### src/rtl/ram_boot_loader.sv
// ---------------------------------------------------------------------------------------------
// ram_boot_loader
//
// Copies a boot image from an SPI NOR flash into the instruction/data SRAM (port 0) before the
// CPU core is released from reset. A single continuous flash read is issued:
//   opcode (8 bits) -> 24-bit address -> [8 dummy SCK cycles] -> BOOT_WORDS x 32 data bits.
// Each received word is written to RAM in the cycle after its last bit is sampled. Once the
// final word is written the loader parks in DONE, raises done_o/core_rst_no and hands RAM
// port 0 over to the SoC combinationally.
//
// Optional feature macro:
//   BOOT_LOADER_FAST_READ_EN  - use FAST_READ (8'h0B) with an 8-cycle dummy phase.
//                              Undefined: plain READ (8'h03), no dummy phase.
//
// Parameters:
//   RAM_ADDR_WIDTH - RAM word-address width
//   BOOT_WORDS     - number of 32-bit words copied (1 .. 2**RAM_ADDR_WIDTH)
//   FLASH_OFFSET   - flash byte address of the first image byte
//   CLK_DIV        - SCK half-period in clk_i cycles (>= 1)
//
// Ports:
//   clk_i, rst_ni          - clock, asynchronous active-low reset
//   sck_o, sdo_o, sdi_i    - SPI mode 0 serial clock / data out / data in
//   cs_o                   - SPI chip select, active low
//   soc_*_i                - SoC request to RAM port 0 (only honoured in DONE)
//   ram_*_o                - RAM port 0 request (loader writes, or SoC pass-through in DONE)
//   core_rst_no            - active-low CPU core reset, released in DONE
//   done_o                 - image loaded
// ---------------------------------------------------------------------------------------------
module ram_boot_loader #(
   parameter int unsigned RAM_ADDR_WIDTH = 11,
   parameter int unsigned BOOT_WORDS     = 2048,
   parameter logic [23:0] FLASH_OFFSET   = 24'h100000,
   parameter int unsigned CLK_DIV        = 2
) (
   input  logic                      clk_i,
   input  logic                      rst_ni,
   // SPI flash
   output logic                      sck_o,
   output logic                      sdo_o,
   input  logic                      sdi_i,
   output logic                      cs_o,
   // SoC side
   input  logic                      soc_en_i,
   input  logic                      soc_we_i,
   input  logic [3:0]                soc_be_i,
   input  logic [RAM_ADDR_WIDTH-1:0] soc_addr_i,
   input  logic [31:0]               soc_wdata_i,
   // RAM port 0
   output logic                      ram_en_o,
   output logic                      ram_we_o,
   output logic [3:0]                ram_be_o,
   output logic [RAM_ADDR_WIDTH-1:0] ram_addr_o,
   output logic [31:0]               ram_wdata_o,
   // Status
   output logic                      core_rst_no,
   output logic                      done_o
);

`ifdef BOOT_LOADER_FAST_READ_EN
   localparam logic [7:0] ReadOpcode = 8'h0B;
`else
   localparam logic [7:0] ReadOpcode = 8'h03;
`endif

   localparam int unsigned DivW = (CLK_DIV > 1) ? $clog2(CLK_DIV) : 1;
   localparam logic [DivW-1:0] DivLast = DivW'(CLK_DIV - 1);
   localparam logic [RAM_ADDR_WIDTH-1:0] LastWord = RAM_ADDR_WIDTH'(BOOT_WORDS - 1);

`ifdef BOOT_LOADER_FAST_READ_EN
   typedef enum logic [2:0] {
      StIdle, StCmd, StAddr, StDummy, StData, StDone
   } state_e;
`else
   typedef enum logic [2:0] {
      StIdle, StCmd, StAddr, StData, StDone
   } state_e;
`endif

   state_e                    state_q, state_d;
   logic [DivW-1:0]           div_q, div_d;
   logic                      sck_q, sck_d;
   logic                      cs_q, cs_d;
   logic [31:0]               tx_q, tx_d;      // opcode+address, MSB drives sdo_o
   logic [31:0]               rx_q, rx_d;      // incoming bits, first bit ends up at [31]
   logic [4:0]                bit_q, bit_d;    // SCK cycles completed in the current phase
   logic [RAM_ADDR_WIDTH-1:0] word_q, word_d;
   logic                      wr_q, wr_d;
   logic [RAM_ADDR_WIDTH-1:0] addr_q, addr_d;
   logic [31:0]               wdata_q, wdata_d;
   logic                      last_q, last_d;  // final word has been captured
   logic                      done_q, done_d;

   logic active;
   logic tick;
   logic rise;
   logic fall;

   // ------------------------------------------------------------------------------------------
   // State register
   // ------------------------------------------------------------------------------------------
   always_ff @(posedge clk_i or negedge rst_ni) begin
      if (!rst_ni) begin
         state_q <= StIdle;
         div_q   <= '0;
         sck_q   <= 1'b0;
         cs_q    <= 1'b1;
         tx_q    <= '0;
         rx_q    <= '0;
         bit_q   <= '0;
         word_q  <= '0;
         wr_q    <= 1'b0;
         addr_q  <= '0;
         wdata_q <= '0;
         last_q  <= 1'b0;
         done_q  <= 1'b0;
      end else begin
         state_q <= state_d;
         div_q   <= div_d;
         sck_q   <= sck_d;
         cs_q    <= cs_d;
         tx_q    <= tx_d;
         rx_q    <= rx_d;
         bit_q   <= bit_d;
         word_q  <= word_d;
         wr_q    <= wr_d;
         addr_q  <= addr_d;
         wdata_q <= wdata_d;
         last_q  <= last_d;
         done_q  <= done_d;
      end
   end

   // ------------------------------------------------------------------------------------------
   // Next-state logic
   // ------------------------------------------------------------------------------------------
   always_comb begin
      state_d = state_q;
      div_d   = div_q;
      sck_d   = sck_q;
      cs_d    = cs_q;
      tx_d    = tx_q;
      rx_d    = rx_q;
      bit_d   = bit_q;
      word_d  = word_q;
      wr_d    = 1'b0;
      addr_d  = addr_q;
      wdata_d = wdata_q;
      last_d  = last_q;
      done_d  = done_q;
      tick    = 1'b0;

      active = (state_q != StIdle) && (state_q != StDone);

      // SCK phase timer: free-running while the flash is selected so bits are back to back
      if (active) begin
         if (div_q == DivLast) begin
            div_d = '0;
            tick  = 1'b1;
         end else begin
            div_d = div_q + DivW'(1);
         end
      end

      rise = tick & ~sck_q;
      fall = tick & sck_q;

      if (tick) begin
         sck_d = ~sck_q;
      end

      // Mode 0: the next outgoing bit is presented together with the falling edge
      if (fall) begin
         tx_d  = {tx_q[30:0], 1'b0};
         bit_d = bit_q + 5'd1;
      end

      unique case (state_q)
         StIdle: begin
            state_d = StCmd;
            cs_d    = 1'b0;
            sck_d   = 1'b0;
            div_d   = '0;
            bit_d   = '0;
            tx_d    = {ReadOpcode, FLASH_OFFSET};
         end

         StCmd: begin
            if (fall && (bit_q == 5'd7)) begin
               state_d = StAddr;
               bit_d   = '0;
            end
         end

         StAddr: begin
            if (fall && (bit_q == 5'd23)) begin
`ifdef BOOT_LOADER_FAST_READ_EN
               state_d = StDummy;
`else
               state_d = StData;
`endif
               bit_d   = '0;
            end
         end

`ifdef BOOT_LOADER_FAST_READ_EN
         StDummy: begin
            // tx_q is already all zeros here, so sdo_o stays low; sdi_i is not sampled
            if (fall && (bit_q == 5'd7)) begin
               state_d = StData;
               bit_d   = '0;
            end
         end
`endif

         StData: begin
            // bit_q wraps 31 -> 0 on its own at each word boundary
            if (rise) begin
               rx_d = {rx_q[30:0], sdi_i};
               if (bit_q == 5'd31) begin
                  wr_d    = 1'b1;
                  addr_d  = word_q;
                  // first received byte sits in rx_d[31:24] and belongs in wdata[7:0]
                  wdata_d = {rx_d[7:0], rx_d[15:8], rx_d[23:16], rx_d[31:24]};
                  if (word_q == LastWord) begin
                     last_d = 1'b1;
                  end else begin
                     word_d = word_q + RAM_ADDR_WIDTH'(1);
                  end
               end
            end
            // Leave on the falling edge that closes the last bit so SCK ends low
            if (fall && (bit_q == 5'd31) && last_q) begin
               state_d = StDone;
               cs_d    = 1'b1;
               done_d  = 1'b1;
            end
         end

         StDone: begin
            state_d = StDone;
         end

         default: begin
            state_d = StIdle;
         end
      endcase
   end

   // ------------------------------------------------------------------------------------------
   // Outputs
   // ------------------------------------------------------------------------------------------
   assign sck_o       = sck_q;
   assign sdo_o       = tx_q[31];
   assign cs_o        = cs_q;
   assign done_o      = done_q;
   assign core_rst_no = done_q;

   // RAM port 0 belongs to the loader until DONE, then to the SoC with no added latency
   always_comb begin
      if (done_q) begin
         ram_en_o    = soc_en_i;
         ram_we_o    = soc_we_i;
         ram_be_o    = soc_be_i;
         ram_addr_o  = soc_addr_i;
         ram_wdata_o = soc_wdata_i;
      end else begin
         ram_en_o    = wr_q;
         ram_we_o    = wr_q;
         ram_be_o    = {4{wr_q}};
         ram_addr_o  = addr_q;
         ram_wdata_o = wdata_q;
      end
   end

endmodule

### config.mk
export PLATFORM = sky130hd
export DESIGN_NAME = ram_boot_loader
export DESIGN_NICKNAME = d
export VERILOG_FILES = /design/src/rtl/ram_boot_loader.sv
export SDC_FILE = /design/constraint.sdc
export NUM_CORES = 1
export LEC_CHECK = 0
export ABC_CLOCK_PERIOD_IN_PS = 2300
export BUFFER_PORTS_ARGS = -buffer_cell sky130_fd_sc_hd__buf_4
export CORE_MARGIN = 4
export CORE_UTILIZATION = 55
export CTS_CLUSTER_SIZE = 10
export DETAILED_ROUTE_END_ITERATION = 12
export PLACE_DENSITY = 0.8
export SETUP_SLACK_MARGIN = 0.4
export SYNTH_ARGS = -nofsm -noshare
export SYNTH_HDL_FRONTEND = slang
export SYNTH_SLANG_ARGS = --single-unit
### constraint.sdc
create_clock -name clk_i -period 2.3 [get_ports clk_i]
set_input_delay 0.23 -clock clk_i [delete_from_list [all_inputs] [get_ports clk_i]]
set_output_delay 0.23 -clock clk_i [all_outputs]
set_load 0.01 [all_outputs]
==> impl_results.md <==
* Critical path's top delay family: simple AND/OR/NAND/NOR gates
* Most common cell after layout, fill and taps aside: nand2_1
* RR Endpoint: word_q[8]
* Synth cell types at 47
* Top FF cell, synth: dfrtp_1
* Synth Area per Inst at 10.6 µm²
* Seq cells post-synth at 111
* FF/Latch Area at 0.00278 mm²
* Vias in the first global route at 3610
* Yosys warnings at 0
* CTS tree: yes
* Post-synthesis sequential area ratio at 0.548
* CP arrival at 2.22 ns
* Share of cells above drive strength 1 at 0.392
* Total CTS buffers at 9
* Ys async rst share at 1.00
* Top cell type's share of synthesized area at 0.543
* Via/cell ratio at 5.23
* Routed wire length at 10600 µm
* Number of synthesized flops with an enable pin at 0
* RSZ-0062 raised after global routing: yes
* CP Depth at 7
* Filler cells at 641
* Deepest clock path buffer count at 2
* Power density cells at 528 mW/mm²
* Reg-to-Reg Start: bit_q[1]
* Multi-input logic area at 0.00217 mm²
* Worst Setup Path Type: reg -> reg
* Detailed placement HPWL at about 7400 µm
* CP Max Fanout at 5
* N_diodes at 0
* R2R depth at 7
* Max IR drop VDD at 0.350 mV
* Slew headroom at 0.567
* Final nets at 645
* Synth Net Count at 534
* Slowest CP cell: dfrtp_1
* Fmax at 513 MHz
* MaxCap Viol Count at 0
* Crit path capture type: flip-flop
* Mapped Cells at 479
* Worst setup startpoint: bit_q[1]
* Routed Antenna Nets at 0
* Final worst slack at 0.351 ns
* CTS Sinks at 111
* Setup crit end: word_q[8]
* Total gr overflow at 0
* Total negative slack at 0 ns
* Chip width at approximately 100 µm
* Buf/Inv on CP at 0
* Clk Latency, worst-skew pair at 0.38 ns
* Final Max Slew Viols at 0
* Post-synthesis cell area at 0.00507 mm²
* Dpl ws at 0.281 ns
* Outcome: completed
* Number of remaining DRC errors at 0
* Clock skew at about 0.014 ns
* Worst Max-Slew Pin Slew at 0.650 ns
* First-pass GRT wire length at 17700 µm
* P_leak at 3.40 nW
* Cell breakdown of the critical path: ha_2 > and3_1 > ha_1 > and3_4 > nand3_4 > or3_4 > mux2_4
* Total Die Area at 0.0108 mm²
* Htree depth at 3
* Area contributors post-synth: dfrtp_1 (54%), mux2_2 (17%), nand2_1 (13%)
* Period utilization at 0.847
* Die H at 104 µm
* Pwr Total at 3.34 mW
* Setup slack, reg-to-reg at 0.35 ns
* Core Area at 0.00885 mm²
* Largest stage delay, worst path at 0.37 ns
* Final Setup Violations at 0
* Largest net degree at the start of global routing at 51
* CP required at 2.57 ns
* Leading area contributor after synthesis: dfrtp_1
* Initial core utilization at 0.573
* TritonRoute pass-1 iters at 4
* Most frequent cells in the layout: nand2_1 (176), buf_4 (122), dfrtp_1 (109)
* Layout Utilization at 0.715
* GRT Util Overall at 0.202
* Min Tclk post-route at 1.95 ns
* Avg WL per Cell at 15.1 µm
* Ports at around 110
* Critical Path Source Type: flip-flop
* Worst Hold Class: in -> reg
* Synth-to-Final Area Change at 24.8%
* Fin. Hold Viols at 0
* Via count at 3672
* Port bufs at 105
* Initial antenna violation count at 0
* Worst-path clk slew at roughly 0.11 ns
* Drt first-iter violations at between 150 and 200
* Hold slack at 0.0503 ns
* CTS root buf: clkbuf_8
* Routability cong. at 0.818
* Site row count at 34
timing repair:
action,4_1_cts,5_1_grt
endpoints found under the setup margin,61,36
resized for setup,6,3
hold endpoints to repair,46,0
pin swaps,1,1
buffers inserted,6,2
hold buffers,1,0
worst min path at each step:
stage           start           to  slack (ns)  depth (start not counted)
4_1_cts         sdi_i  wdata_q[24]        0.04                          3
3_3_place_gp   rst_ni     tx_q[26]        0.29                          1
5_1_grt         sdi_i  wdata_q[24]        0.03                          3
2_1_floorplan  rst_ni    addr_q[0]       -0.07                          0
6_report        sdi_i  wdata_q[24]        0.05                          3
3_5_place_dp   rst_ni     tx_q[25]        0.30                          1
synthesized netlist by cell type, drive strengths merged, types with 3 or more instances:
master  instances
o21ai           6
nor3            5
dfrtp         110
nor2            8
mux2           78
inv             4
a21oi          10
nand3           8
buf            17
clkbuf         10
and3            3
or3             3
ha              3
nand2         177
xnor2           4
nand2b          3
xor2            6
nand4           3
metrics by stage:
stage | area (µm²) | std cells
global placement | 6000 | 678
floorplan | 5080 | 479
global route | 6330 | 702
detailed placement | 6000 | 678
CTS | 6300 | 700
finish | 6330 | 702
kinds of logic after synthesis:
group	count (synthesis)	synth area share
AND/OR/NAND/NOR	217	0.180
flip-flops	111	0.548
adder cells (fa/ha/maj)	3	0.00740
buffers and inverters	31	0.0301
multiplexers	79	0.176
XOR/XNOR	10	0.0173
AO/OA/AOI/OAI	28	0.0412
final cells by class:
class / instances / area share
Multi-Input combinational cell: 337 / 0.344
Inverter: 4 / 0.00237
Timing Repair Buffer: 127 / 0.158
Tap cell: 108 / 0.0214
Clock inverter: 6 / 0.0150
Sequential cell: 111 / 0.440
Clock buffer: 9 / 0.0196
per-layer routing:
layer / share of wire / global-route usage
met1: 0.44 / 0.267
met5: 0 / 0
met4: 0.016 / 0.0693
met3: 0.045 / 0.0509
met2: 0.50 / 0.327
sequential cells by signal (all words and copies together), names as in the netlist, 3 cells and up:
signal and count:
word_q 11, rx_q 31, state_q 3, tx_q 12, bit_q 5, wdata_q 32, addr_q 11
where the power goes:
| part | leakage (nW) | switching (mW) | internal (mW) | total (mW) |
|---|---|---|---|---|
| Clock | 0.103 | 0.663 | 0.617 | 1.28 |
| Combinational | 1.77 | 0.0484 | 0.0608 | 0.109 |
| Sequential | 1.53 | 0 | 1.95 | 1.95 |
worst register-to-register path: cells and delay by family, from the launching register on:
family / cells / cell delay [ns]
AND/OR/NAND/NOR: 4 / 0.87
flip-flops: 1 / 0.37
adder cells (fa/ha/maj): 2 / 0.32
multiplexers: 1 / 0.30
Note: power is estimated with default switching activity, not from simulation.
